`config.mk`:
```
export PLATFORM = sky130hd
export DESIGN_NAME = puf_key_sequencer
export DESIGN_NICKNAME = d
export VERILOG_FILES = /design/src/rtl/puf_key_sequencer.sv
export SDC_FILE = /design/constraint.sdc
export NUM_CORES = 1
export LEC_CHECK = 0
export ABC_AREA = 1
export BUFFER_PORTS_ARGS = -buffer_cell sky130_fd_sc_hd__buf_2
export CAP_MARGIN = 20
export CORE_MARGIN = 2
export CORE_UTILIZATION = 38
export CTS_CLUSTER_DIAMETER = 120
export CTS_CLUSTER_SIZE = 8
export DETAILED_ROUTE_END_ITERATION = 10
export PLACE_DENSITY_LB_ADDON = 0.08
export SLEW_MARGIN = 5
export SYNTH_ARGS = -nofsm -noshare
export SYNTH_HDL_FRONTEND = slang
export SYNTH_SLANG_ARGS = --single-unit
export TNS_END_PERCENT = 100
```
`constraint.sdc`:
```
create_clock -name clk -period 3.85 [get_ports clk]
set_input_delay 0.77 -clock clk [delete_from_list [all_inputs] [get_ports clk]]
set_output_delay 0.77 -clock clk [all_outputs]
set_load 0.01 [all_outputs]
```
`src/rtl/puf_key_sequencer.sv`:
```
// Ring-oscillator PUF key sequencer: walks KEY_BITS RO pairs, settling, measuring
// and comparing each pair's counts into one key bit.
module puf_key_sequencer #(
  parameter int unsigned KEY_BITS = 16,
  parameter int unsigned CNT_W    = 16,
  parameter int unsigned WINDOW   = 10000,
  parameter int unsigned SETTLE   = 4,
  parameter int unsigned SEL_W    = $clog2(KEY_BITS)
) (
  input  logic                clk,
  input  logic                rst_n,
  input  logic                start,
  input  logic                abort,
  input  logic [CNT_W-1:0]    cnt_a,
  input  logic [CNT_W-1:0]    cnt_b,
  output logic [SEL_W-1:0]    pair_sel,
  output logic                enable_ro,
  output logic                cnt_clear,
  output logic                cnt_en,
  output logic                busy,
  output logic                done,
  output logic [KEY_BITS-1:0] key,
  output logic                key_valid,
  output logic                tie_seen
);

  localparam int unsigned TMAX  = (WINDOW > SETTLE) ? WINDOW : SETTLE;
  localparam int unsigned TMR_W = $clog2(TMAX + 1);

  localparam logic [TMR_W-1:0] SETTLE_LAST = TMR_W'(SETTLE - 1);
  localparam logic [TMR_W-1:0] WINDOW_LAST = TMR_W'(WINDOW - 1);
  localparam logic [SEL_W-1:0] LAST_PAIR   = SEL_W'(KEY_BITS - 1);

  typedef enum logic [2:0] {
    S_IDLE,
    S_SETTLE,
    S_MEASURE,
    S_COMPARE,
    S_DONE
  } state_t;

  state_t           state;
  logic [TMR_W-1:0] timer;

  // Control outputs are registered alongside the state, so each transition loads
  // the decode of the state being entered: {enable_ro, cnt_clear, cnt_en, busy, done}.
  function automatic logic [4:0] ctl(input state_t s);
    case (s)
      S_SETTLE:  return 5'b11010;
      S_MEASURE: return 5'b10110;
      S_COMPARE: return 5'b00010;
      S_DONE:    return 5'b00011;
      default:   return 5'b00000;
    endcase
  endfunction

  always_ff @(posedge clk or negedge rst_n) begin
    if (!rst_n) begin
      state     <= S_IDLE;
      timer     <= '0;
      pair_sel  <= '0;
      key       <= '0;
      key_valid <= 1'b0;
      tie_seen  <= 1'b0;
      {enable_ro, cnt_clear, cnt_en, busy, done} <= '0;
    end else if (state != S_IDLE && abort) begin
      state     <= S_IDLE;
      timer     <= '0;
      key_valid <= 1'b0;
      {enable_ro, cnt_clear, cnt_en, busy, done} <= ctl(S_IDLE);
    end else begin
      case (state)
        S_IDLE: begin
          if (start && !abort) begin
            state     <= S_SETTLE;
            timer     <= '0;
            pair_sel  <= '0;
            key       <= '0;
            key_valid <= 1'b0;
            tie_seen  <= 1'b0;
            {enable_ro, cnt_clear, cnt_en, busy, done} <= ctl(S_SETTLE);
          end
        end
        S_SETTLE: begin
          if (timer == SETTLE_LAST) begin
            state <= S_MEASURE;
            timer <= '0;
            {enable_ro, cnt_clear, cnt_en, busy, done} <= ctl(S_MEASURE);
          end else begin
            timer <= timer + TMR_W'(1);
          end
        end
        S_MEASURE: begin
          if (timer == WINDOW_LAST) begin
            state <= S_COMPARE;
            timer <= '0;
            {enable_ro, cnt_clear, cnt_en, busy, done} <= ctl(S_COMPARE);
          end else begin
            timer <= timer + TMR_W'(1);
          end
        end
        S_COMPARE: begin
          key[pair_sel] <= (cnt_a > cnt_b);
          if (cnt_a == cnt_b) begin
            tie_seen <= 1'b1;
          end
          if (pair_sel == LAST_PAIR) begin
            state     <= S_DONE;
            key_valid <= 1'b1;
            {enable_ro, cnt_clear, cnt_en, busy, done} <= ctl(S_DONE);
          end else begin
            state    <= S_SETTLE;
            timer    <= '0;
            pair_sel <= pair_sel + SEL_W'(1);
            {enable_ro, cnt_clear, cnt_en, busy, done} <= ctl(S_SETTLE);
          end
        end
        S_DONE: begin
          state <= S_IDLE;
          {enable_ro, cnt_clear, cnt_en, busy, done} <= ctl(S_IDLE);
        end
        default: begin
          state <= S_IDLE;
          timer <= '0;
          {enable_ro, cnt_clear, cnt_en, busy, done} <= ctl(S_IDLE);
        end
      endcase
    end
  end

endmodule

```
# Yosys cells after proc, flatten, opt, wreduce, memory -nomap -nowiden
# Index checks and enable logic that the tools add are counted.
[classes]
n_addsub = 2
order_cmp = 3
eq_ne = 17
mux = 43
n_bitwise = 1
n_reduce_logical = 14
[op_table]
columns = ["operator", "n"]
rows = [
  ["$mux 14", 5],
  ["$pmux 14 s5", 1],
  ["$pmux 16 s2", 1],
  ["$mux 1", 17],
  ["$bwmux 16", 1],
  ["$eq 16x16->1", 1],
  ["$gt 16x16->1", 1],
  ["$mux 16", 1],
  ["$pmux 1 s4", 4],
  ["$mux 3", 5],
  ["$ne 3x3->1 const B", 5],
  ["$add 14x1->14 const B", 1],
  ["$eq 14x14->1 const B", 1],
  ["$eq 14x2->1 const B", 1],
  ["$pmux 3 s4", 1],
  ["$reduce_and 3->1", 4],
  ["$mux 4", 2],
  ["$ne 2x2->1 const B", 4],
  ["$pmux 4 s2", 1],
  ["$reduce_and 4->1", 2],
  ["$eq 3x2->1 const B", 2],
  ["$reduce_bool 3->1", 2],
  ["$lt 4x5->1 const B", 1],
  ["$add 4x1->4 const B", 1],
  ["12 further kinds", 15],
]
[totals]
regBits = 44
input_bits = 36
out_inout_bits = 27
elab_cells = 91

# Longest topological paths before layout
# Gate-level depths: netlist (run 1).
[logic_depth]
word_depth = 6
depth_mapped = 14
depth_no_buf = 13

# Worst setup path before layout (run 1)
# OpenSTA, ideal clock, no wires.
[synth_path]
path_type = "in2reg"
start = "input cnt_b[15]"
end = "register key[6]"
setup_time_ps = 121
arrival_time_ps = 1962
required_ps = 3729
path_slack_ps = 1767
stages = 8
path_buffers = 1
cell_sequence = "inv_1 -> ha_1 -> nand2_1 -> nor3_1 -> nand3_1 -> buf_2 -> nand3_1 -> nand2_1"
[synth_via]
elab_chain_cells = 3
[synth_lines]
columns = ["item", "line", "source"]
rows = [
  ["from (decl)", "15", "input logic [CNT_W-1:0] cnt_b,"],
  ["$gt 16x16->1", "103", "key[pair_sel] <= (cnt_a > cnt_b);"],
  ["$bwmux 16", "103", ""],
  ["$pmux 16 s2", "72", "case (state)"],
  ["to (signal, indexed assignment)", "103", ""],
  ["to (decl)", "22", "output logic [KEY_BITS-1:0] key,"],
]
# Every way passes these cells.
# A chain may end at the register's enable or synchronous reset.

# Worst setup path after layout (run 1)
[layout_path]
start = "input cnt_b[15]"
end = "register key[9]"
# Same word-level chain as after synthesis.

==> reports/metrics.yaml, run 1 <==
ys_types: 34
finish.utilization_pct: 45.0
worst-setup-path-type: "in2reg"
dpl_worst_slack_ps: 1250
root_buffer: "clkbuf_8"
htreeDepth: 2
period_share_pct: 59.7
antenna_found_initial: 0
die_w_um: 95.2
worst_setup_path_start_kind: "input pin"
fin_worst_skew_ps: 6.15
clk_pin_slew_ps: 80
yosysMostFrequentCell: "nand2_1"
dieArea_mm2: 0.00906
grt_max_degree: 44
worst-path-stages: 8
track_usage_pct: 18.8
endpoint_kind: "flip-flop"
cts_tree: "done"
dr.pass1.iters: 4
tightest_slew_ps: 696
diodes: 0
r2r_end: "timer[3]$_DFFE_PN0P_"
cts_resized: 0
hpwlAfterDp_mm: 6.05
io-pin-count: 63
max-vdd-ir-drop_mv: 0.149
synthToLayoutAreaGrowth_pct: 15.7
synth-main-ff-cell: "dfrtp_1"
crit-reg2reg-launch: "pair_sel[0]$_DFFE_PN0P_"
fp-row-count: 33
synth_top_area_cell: "dfrtp_1"
relSlewSlack_pct: 53.5
cp.required_ps: 4030
insertion_delay_ps: 300
synthTopCellsByCount: "117 x nand2_1, 56 x nand3_1, 55 x inv_1, 53 x nor2_1, 43 x dfrtp_1"
rr_worst_depth: 11
fillCellCount: 866
wl_mm: 7.98
drv_cap: 0
setup_viol: 0
final.setup.worst_slack_ps: 1550
critPathArrivalTime_ps: 2480
vias: 3037
period_needed_ps: 2300
hold_path_class: "in2async"
timing.critical_path.buf_inv: 2
path_cells: "buf_2 > inv_1 > ha_1 > nand2_1 > nor3_1 > nand3_1 > nand3_1 > nand2_1"
power.total_w: 0.00157
syn_nets: 508
max_clock_freq_mhz: 435
ys_seq_elements: 43
viasPerCell: 4.91
cts_hold_buf: 0
grt.overflow.total: 0
die_h_um: 95.2
synth_edf_count: 0
r2r_slack_ps: 1840
leakagePower_nw: 1.98
crit_family: "simple AND/OR/NAND/NOR gates"
cp_slowest_cell: "nand3_1"
gp_congestion: 0.848
coreArea_mm2: 0.00813
final_max_slew_viol_count: 0
cellPowerDensity_mw_per_mm2: 430
outcome: "finished, final reports clean"
timing.hold.ws_ps: 386
grt_first_pass_wirelength_mm: 13.3
nNetsFinal: 570
initial_core_util_pct: 38.9
finalHoldViolCount: 0
grt_pass1_vias: 2761
wire_per_inst_um: 12.9
cts.path.max_buffers: 2
post-cts-setup-buffer-count: 0
ant_nets: 0
fin_setup_tns_ps: 0
synth-async-reset-ratio_pct: 100
endpoint: "key[9]$_DFFE_PN0P_"
postSynthCellCount: 451
port_buffers: 62
cts_buffers: 5
path_max_fanout: 16
drive_gt1_share_pct: 19.9
netlist_area_mm2: 0.00316
seq_area_frac_synth_pct: 34.0
synth_top_area_share_pct: 34.0
synth.area.top_cells: "dfrtp_1 34%, nand2_1 14%, nand3_1 8.9%, ha_1 8.3%, inv_1 6.5%"
critPathMaxStageDelay_ps: 580
yosys_warnings: 0
postSynthAreaPerCell_um2: 7.01
crit_start: "cnt_b[15]"
drc: 0
rsz0062_at_grt: "false"
cts.sinks: 43
drtIter0Drc: 146
==> metrics by stage <==
step | std cells | cell area, µm²
6_report | 618 | 3660
5_1_grt | 618 | 3660
4_1_cts | 617 | 3640
3_5_place_dp | 610 | 3550
3_3_place_gp | 610 | 3550
2_1_floorplan | 451 | 3160
==> cell usage in the layout (no fill, tap or decap) <==
cell type,n
a21boi_0,1
clkbuf_8,6
nor3_1,8
nand3_2,1
a21oi_1,11
nand4_1,11
o2111ai_1,5
buf_4,2
o21ai_0,19
buf_12,1
o31ai_1,1
inv_2,5
buf_2,62
or2_2,2
nor2_1,53
nor2_8,1
inv_1,55
nand3_4,2
ha_1,21
nor2_2,1
nor2_4,3
and2_1,1
nand2_1,117
nand2_2,13
nand3_1,56
nand2_4,2
o211ai_1,1
o21a_1,1
a31oi_1,4
clkinv_2,1
xor2_1,2
a21o_1,1
dfrtp_1,43
==> where the power goes <==
part | internal, W | total [W] | switching, W
Clock | 0.000141 | 0.000297 | 0.000156
Combinational | 0.000220 | 0.000705 | 0.000485
Sequential | 0.000510 | 0.000571 | 0.0000619
==> sequential cells by signal, indices dropped and copies added (netlist names), 2 cells and up <==
| name | flops |
|---|---|
| key | 16 |
| timer | 14 |
| pair_sel | 4 |
| state | 2 |
==> worst min-delay path by stage <==
stage,from,end,slack (ps),cells after the start
2_1_floorplan,rst_n,busy$_DFFE_PN0P_,470,0
3_3_place_gp,enable_ro$_DFFE_PN0P_,enable_ro$_DFFE_PN0P_,450,2
3_5_place_dp,cnt_en$_DFFE_PN0P_,cnt_en$_DFFE_PN0P_,450,2
4_1_cts,cnt_en$_DFFE_PN0P_,cnt_en$_DFFE_PN0P_,480,2
5_1_grt,rst_n,state[0]$_DFFE_PN0P_,410,1
6_report,rst_n,key[11]$_DFFE_PN0P_,390,1
==> final cells by class <==
type,count,area [µm²],share of cell area (%)
Clock buffer,6,82.6,2.26
Clock inverter,1,5.00,0.137
Inverter,60,225,6.16
Multi-Input combinational cell,338,1790,49.0
Sequential cell,43,1080,29.4
Tap cell,105,131,3.59
Timing Repair Buffer,65,345,9.44
==> cell families after synthesis <==
| group | after synthesis | synth area share, % |
|---|---|---|
| xor gates and xnor gates | 2 | 0.554 |
| buffers and inverters | 70 | 9.26 |
| and+or+nand+nor | 271 | 39.7 |
| DFF | 43 | 34.0 |
| AOI/OAI and AO/OA | 44 | 8.12 |
| adders and majority gates | 21 | 8.31 |
==> routing by layer <==
| metal | vias to the layer above | wire (µm) | GRT usage, % | part of all wire [%] |
|---|---|---|---|---|
| li1 | 1581 | - | - | - |
| met1 | 1387 | 4030 | 28.2 | 50 |
| met2 | 64 | 3470 | 27.9 | 44 |
| met3 | 5 | 399 | 3.40 | 5.0 |
| met4 | 0 | 76 | 4.47 | 0.95 |
| met5 | - | 0 | 0 | 0 |
(Power assumes the default switching activity.)
==> run 2, diff against run 1 <==
==> constraint.sdc (replaced) <==
create_clock -name clk -period 2.3 [get_ports clk]
set_input_delay 0.46 -clock clk [delete_from_list [all_inputs] [get_ports clk]]
set_output_delay 0.46 -clock clk [all_outputs]
set_load 0.01 [all_outputs]
==> run 2 against run 1 <==
Against the previous run: final area is 0.96% higher; sequential power increased by 68%; power up 76%; critical path depth grew 2; critical path type is now reg2reg; critical endpoint is now cnt_clear$_DFFE_PN0P_; highest routed layer unchanged.
==> reports/metrics.yaml, run 2 (same netlist as run 1, synthesis figures left out) <==
drtIter0Drc: 161  # was 146
layout_common_cells: "117 x nand2_1, 62 x buf_2, 56 x nand3_1"  # unchanged
relSlewSlack_pct: 53.4  # was 53.5%
synthToLayoutAreaGrowth_pct: 16.8  # was 15.7%
cts_buffers: 5  # unchanged
root_buffer: "clkbuf_8"  # unchanged
cts_tree: "done"  # unchanged
p_int_w: 0.00156  # was 0.000870 W
nNetsFinal: 573  # was 570
diodes: 0  # unchanged
dieArea_mm2: 0.00906  # unchanged
initial_core_util_pct: 38.9  # unchanged
period_needed_ps: 1880
cp.required_ps: 2490  # was 4030 ps
period_share_pct: 81.7
track_usage_pct: 18.9  # was 18.8%
path_max_fanout: 8  # was 16
finish.utilization_pct: 45.4  # was 45.0%
p_comb_share_pct: 43.2  # was 44.8%
regMostFlops: "key"  # unchanged
cellPowerDensity_mw_per_mm2: 750  # was 430 mW/mm²
insertion_delay_ps: 300  # about the same
grt_first_pass_wirelength_mm: 13.5  # was 13.3 mm
io-pin-count: 63  # unchanged
finalHoldViolCount: 0  # unchanged
layout_commonest_cell: "nand2_1"  # unchanged
max-vdd-ir-drop_mv: 0.448  # was 0.149 mV
setup_viol: 0  # unchanged
grt_max_degree: 30  # was 44
tightest_slew_ps: 698  # was 696 ps
port_buffers: 62  # unchanged
grt.overflow.total: 0  # unchanged
ant_nets: 0  # unchanged
fin_setup_tns_ps: 0  # unchanged
leakagePower_nw: 2.00  # was 1.98 nW
wl_mm: 8.20  # was 7.98 mm
max_clock_freq_mhz: 532
timing.hold.ws_ps: 194  # was 386 ps
dpl_worst_slack_ps: 205  # was 1250 ps
viasPerCell: 5.00  # was 4.91
rsz0062_at_grt: "false"  # unchanged
wire_per_inst_um: 13.2  # was 12.9 µm
cts.path.max_buffers: 2  # unchanged
critPathArrivalTime_ps: 2060  # was 2480 ps
outcome: "finished, final reports clean"  # unchanged
endpoint_kind: "flip-flop"  # unchanged
worst_setup_path_start_kind: "flip-flop"  # was input pin
clockPowerShare_pct: 22.2  # was 18.9%
fp-row-count: 33  # unchanged
hold_path_class: "in2async"  # unchanged
antenna_found_initial: 0  # unchanged
post-cts-setup-buffer-count: 0  # unchanged
cts_hold_buf: 0  # unchanged
die_w_um: 95.2  # unchanged
drc: 0  # unchanged
worst-setup-path-type: "reg2reg"  # was in2reg
final_max_slew_viol_count: 0  # unchanged
final.setup.worst_slack_ps: 421  # was 1550 ps
coreArea_mm2: 0.00813  # unchanged
clk_pin_slew_ps: 100  # was 80 ps
vias: 3108  # was 3037
cts_resized: 0  # unchanged
htreeDepth: 2  # unchanged
fillCellCount: 882  # was 866
cts.sinks: 43  # unchanged
hpwlAfterDp_mm: 6.23  # was 6.05 mm
grt_pass1_vias: 2847  # was 2761
seq_power_share_pct: 34.7  # was 36.3%
power.switching_w: 0.00121  # was 0.000704 W
fin_worst_skew_ps: 12.6  # was 6.15 ps
gp_congestion: 0.868  # was 0.848
reg_top3: "key (16), timer (14), pair_sel (4)"  # unchanged
dr.pass1.iters: 4  # unchanged
drive_gt1_share_pct: 20.5  # was 19.9%
die_h_um: 95.2  # unchanged
drv_cap: 0  # unchanged
largest_reg_flops: 16  # unchanged
swShare_pct: 43.7  # was 44.7%
## run 2: per-stage QoR
step	instances	power [W]	instance area, µm²
finish	622	0.00277	3690
detailed placement	614	0.00218	3580
CTS	622	0.00281	3690
global placement	614	0.00217	3580
floorplan	451	0.00185	3160
global route	622	0.00300	3690
## run 2: worst max-delay path, cell delays in order, from the launching register on
cell and delay (ps):
dfrtp_1 400, ha_1 290, nand3_1 240, nor2_1 170, nand2_1 60, nand2_1 50, nand2_1 130, nand2_2 190
nand2_2 120, nand2_1 80, nand2_1 50
## run 2: power groups by stage
stage	combinational [W]	sequential, W	clock [W]
after floorplan	0.000885	0.000965	0
after global routing	0.00135	0.000972	0.000672
final	0.00119	0.000960	0.000613
after detailed placement	0.00121	0.000974	0
after CTS	0.00121	0.000961	0.000636
after global placement	0.00120	0.000971	0
## run 2: layout make-up
| cell class | instances | area, µm² | share of cell area [%] |
|---|---|---|---|
| Sequential cell | 43 | 1080 | 29.1 |
| Inverter | 60 | 225 | 6.10 |
| Tap cell | 105 | 131 | 3.56 |
| Clock buffer | 5 | 68.8 | 1.86 |
| Clock inverter | 3 | 43.8 | 1.19 |
| Timing Repair Buffer | 68 | 355 | 9.62 |
| Multi-Input combinational cell | 338 | 1790 | 48.5 |
## run 2: layer usage
layer / global-route usage [%] / share of wire (%) / vias up
li1: - / - / 1590
met1: 27.6 / 49 / 1420
met2: 29.3 / 43 / 90
met3: 2.61 / 6.4 / 8
met4: 4.95 / 1.3 / 0
met5: 0 / 0 / -
## run 2: final timing paths
check                      depth (start not counted)                  from               endpoint  slack, ps
hold / removal                                     1                 rst_n    key[14]$_DFFE_PN0P_        190
setup reg to reg                                  10  timer[0]$_DFFE_PN0P_  cnt_clear$_DFFE_PN0P_        420
min in group clk                                   2                 abort       done$_DFFE_PN0P_        460
max in group asynchronous                          2                 rst_n     key[0]$_DFFE_PN0P_       1480
hold reg to reg                                    2      busy$_DFFE_PN0P_       busy$_DFFE_PN0P_        470
setup / recovery                                  10  timer[0]$_DFFE_PN0P_  cnt_clear$_DFFE_PN0P_        420
==> run 3, diff against run 2 <==
==> constraint.sdc (replaced) <==
create_clock -name clk -period 1.5 [get_ports clk]
set_input_delay 0.3 -clock clk [delete_from_list [all_inputs] [get_ports clk]]
set_output_delay 0.3 -clock clk [all_outputs]
set_load 0.01 [all_outputs]
==> run 3 against run 2 <==
Against the previous run: the run now ends with setup timing left; worst setup slack got worse by 430 ps; final cell count up 9.5%; wire length up 7.6%; clock skew decreased by 7.6 ps; non-clock buffer count increased by 60; flip-flop and latch count stayed put; die area is the same; clock power rose by 27%; utilization increased by 8.2 points; critical path type unchanged; largest power group unchanged.
==> reports/metrics.yaml, run 3 (same netlist as run 1, synthesis figures left out) <==
clk_pin_slew_ps: 90  # was 100 ps
nNetsFinal: 633  # was 573
layout_common_cells: "108 x nand2_1, 62 x buf_2, 57 x buf_4"  # was 117 x nand2_1, 62 x buf_2, 56 x nand3_1
violations: "setup timing"
layout_commonest_cell: "nand2_1"  # unchanged
htreeDepth: 2  # unchanged
cp_slowest_cell: "dfrtp_2"  # was dfrtp_1
synthToLayoutAreaGrowth_pct: 38.0  # was 16.8%
antenna_found_initial: 0  # unchanged
vias: 3326  # was 3108
hold_path_class: "in2reg"  # was in2async
wire_per_inst_um: 13.0  # was 13.2 µm
finish.utilization_pct: 53.6  # was 45.4%
grt_pass1_vias: 3005  # was 2847
wirelength_met1_mm: 4.39  # was 4.04 mm
grt.overflow.total: 0  # unchanged
diodes: 0  # unchanged
track_usage_pct: 19.8  # was 18.9%
endpoint_kind: "flip-flop"  # unchanged
power.switching_w: 0.00213  # was 0.00121 W
max_clock_freq_mhz: 661  # was 532 MHz
fp-row-count: 33  # unchanged
gp_congestion: 0.904  # was 0.868
io-pin-count: 63  # unchanged
worst-setup-path-type: "reg2reg"  # unchanged
dr.pass1.iters: 4  # unchanged
p_int_w: 0.00294  # was 0.00156 W
seq_power_share_pct: 28.6  # was 34.7%
regMostFlops: "key"  # unchanged
wl_mm: 8.83  # was 8.20 mm
die_h_um: 95.2  # unchanged
drc: 0  # unchanged
largest_reg_flops: 16  # unchanged
path_max_fanout: 6  # was 8
port_buffers: 62  # unchanged
period_needed_ps: 1510  # was 1880 ps
drtIter0Drc: 139  # was 161
max-vdd-ir-drop_mv: 0.546  # was 0.448 mV
ant_nets: 0  # unchanged
cp_common_cell: "nand2_4"  # was nand2_1
final_max_slew_viol_count: 0  # unchanged
worst_setup_path_start_kind: "flip-flop"  # unchanged
cp.required_ps: 1740  # was 2490 ps
insertion_delay_ps: 300  # about the same
outcome: "finished with violations"  # was finished, final reports clean
wl_met3_um: 489  # was 522 µm
grt_first_pass_wirelength_mm: 14.1  # was 13.5 mm
p_comb_share_pct: 56.1  # was 43.2%
dpl_worst_slack_ps: -133  # was 205 ps
reg_top3: "key (16), timer (14), pair_sel (4)"  # unchanged
period_share_pct: 101  # was 81.7%
coreArea_mm2: 0.00813  # unchanged
critPathArrivalTime_ps: 1750  # was 2060 ps
top_layer_used: "met4"  # unchanged
final.setup.worst_slack_ps: -13.5  # was 421 ps
cts.path.max_buffers: 2  # unchanged
viasPerCell: 4.88  # was 5.00
path_cells: "nor2_4 > nand2_4 > nand2_4 > nand2_4 > nor2_8 > clkbuf_16 > nand2_2 > nor2_1 > nand3_1 > nand2_1"  # was ha_1 > nand3_1 > nor2_1 > nand2_1 > nand2_1 > nand2_1 > nand2_2 > nand2_2 > nand2_1 > nand2_1
rsz0062_at_grt: "true"  # was false
cellPowerDensity_mw_per_mm2: 1160  # was 750 mW/mm²
tightest_slew_ps: 340  # was 698 ps
leakagePower_nw: 2.35  # was 2.00 nW
finalHoldViolCount: 0  # unchanged
dieArea_mm2: 0.00906  # unchanged
drv_cap: 0  # unchanged
drive_gt1_share_pct: 34.9  # was 20.5%
initial_core_util_pct: 38.9  # unchanged
swShare_pct: 42.0  # was 43.7%
root_buffer: "clkbuf_8"  # unchanged
relSlewSlack_pct: 77.3  # was 53.4%
die_w_um: 95.2  # unchanged
grt_max_degree: 44  # was 30
setup_viol: 3  # was 0
fin_worst_skew_ps: 5.02  # was 12.6 ps
cts_tree: "done"  # unchanged
hpwlAfterDp_mm: 6.51  # was 6.23 mm
cts.sinks: 43  # unchanged
clockPowerShare_pct: 15.3  # was 22.2%
critPathMaxStageDelay_ps: 450  # was 400 ps
cts_buffers: 5  # unchanged
wl_met2_mm: 3.85  # was 3.54 mm
## run 3: routing by layer
layer | track usage (%) | vias up
met4 | 5.19 | 0
met1 | 27.9 | 1516
li1 | - | 1719
met5 | 0 | -
met3 | 2.92 | 10
met2 | 31.6 | 81
## run 3: critical path, delay by kind of cell (launching register included)
family,cells,cell delay [ps]
flops,1,450
buf+inv,1,180
simple gates,9,820
## run 3: final timing paths
path | startpoint | to | slack, ps | cells past startpoint
max | state[1]$_DFFE_PN0P_ | key[7]$_DFFE_PN0P_ | -10 | 10
min | start | tie_seen$_DFFE_PN0P_ | 420 | 4
max reg2reg | state[1]$_DFFE_PN0P_ | key[7]$_DFFE_PN0P_ | -10 | 10
min reg2reg | enable_ro$_DFFE_PN0P_ | enable_ro$_DFFE_PN0P_ | 470 | 2
max in group asynchronous | rst_n | timer[2]$_DFFE_PN0P_ | 750 | 3
min in group asynchronous | rst_n | cnt_clear$_DFFE_PN0P_ | 510 | 3
## run 3: final cells by class
class                      instances  area (µm²)
tap                              105         131
clock inverter                     1        5.00
clock buffer                       6        82.6
sequential                        43        1080
inverter                          60         228
multi-input combinational        338        1940
timing repair buffer             128         896
fill                             813        3770
## run 3: what timing repair did
item                                    in CTS  in global routing
gates cloned                                 0                  1
pin swaps                                    2                 11
gates resized for setup                     13                 42
buffers inserted                             5                  6
hold buffers                                 1                  0
endpoints found under the setup margin      37                 37
hold endpoints to repair                    43                  0
## run 3: through the flow
step	setup TNS [ps]	power, W	hold WS (ps)	cell area [µm²]	instances
4_1_cts	-8.06	0.00480	418	4170	674
2_1_floorplan	-1.05	0.00284	4.41	3170	451
6_report	-28.0	0.00507	424	4360	681
5_1_grt	-1670	0.00546	423	4360	681
3_5_place_dp	-2510	0.00387	306	4010	661
3_3_place_gp	-2030	0.00385	307	4010	661
## run 3: power groups by stage
stage | logic, W | registers, W | clock network, W
finish | 0.00284 | 0.00145 | 0.000777
global route | 0.00312 | 0.00147 | 0.000862
CTS | 0.00257 | 0.00143 | 0.000799
floorplan | 0.00136 | 0.00148 | 0
detailed placement | 0.00240 | 0.00147 | 0
global placement | 0.00239 | 0.00147 | 0
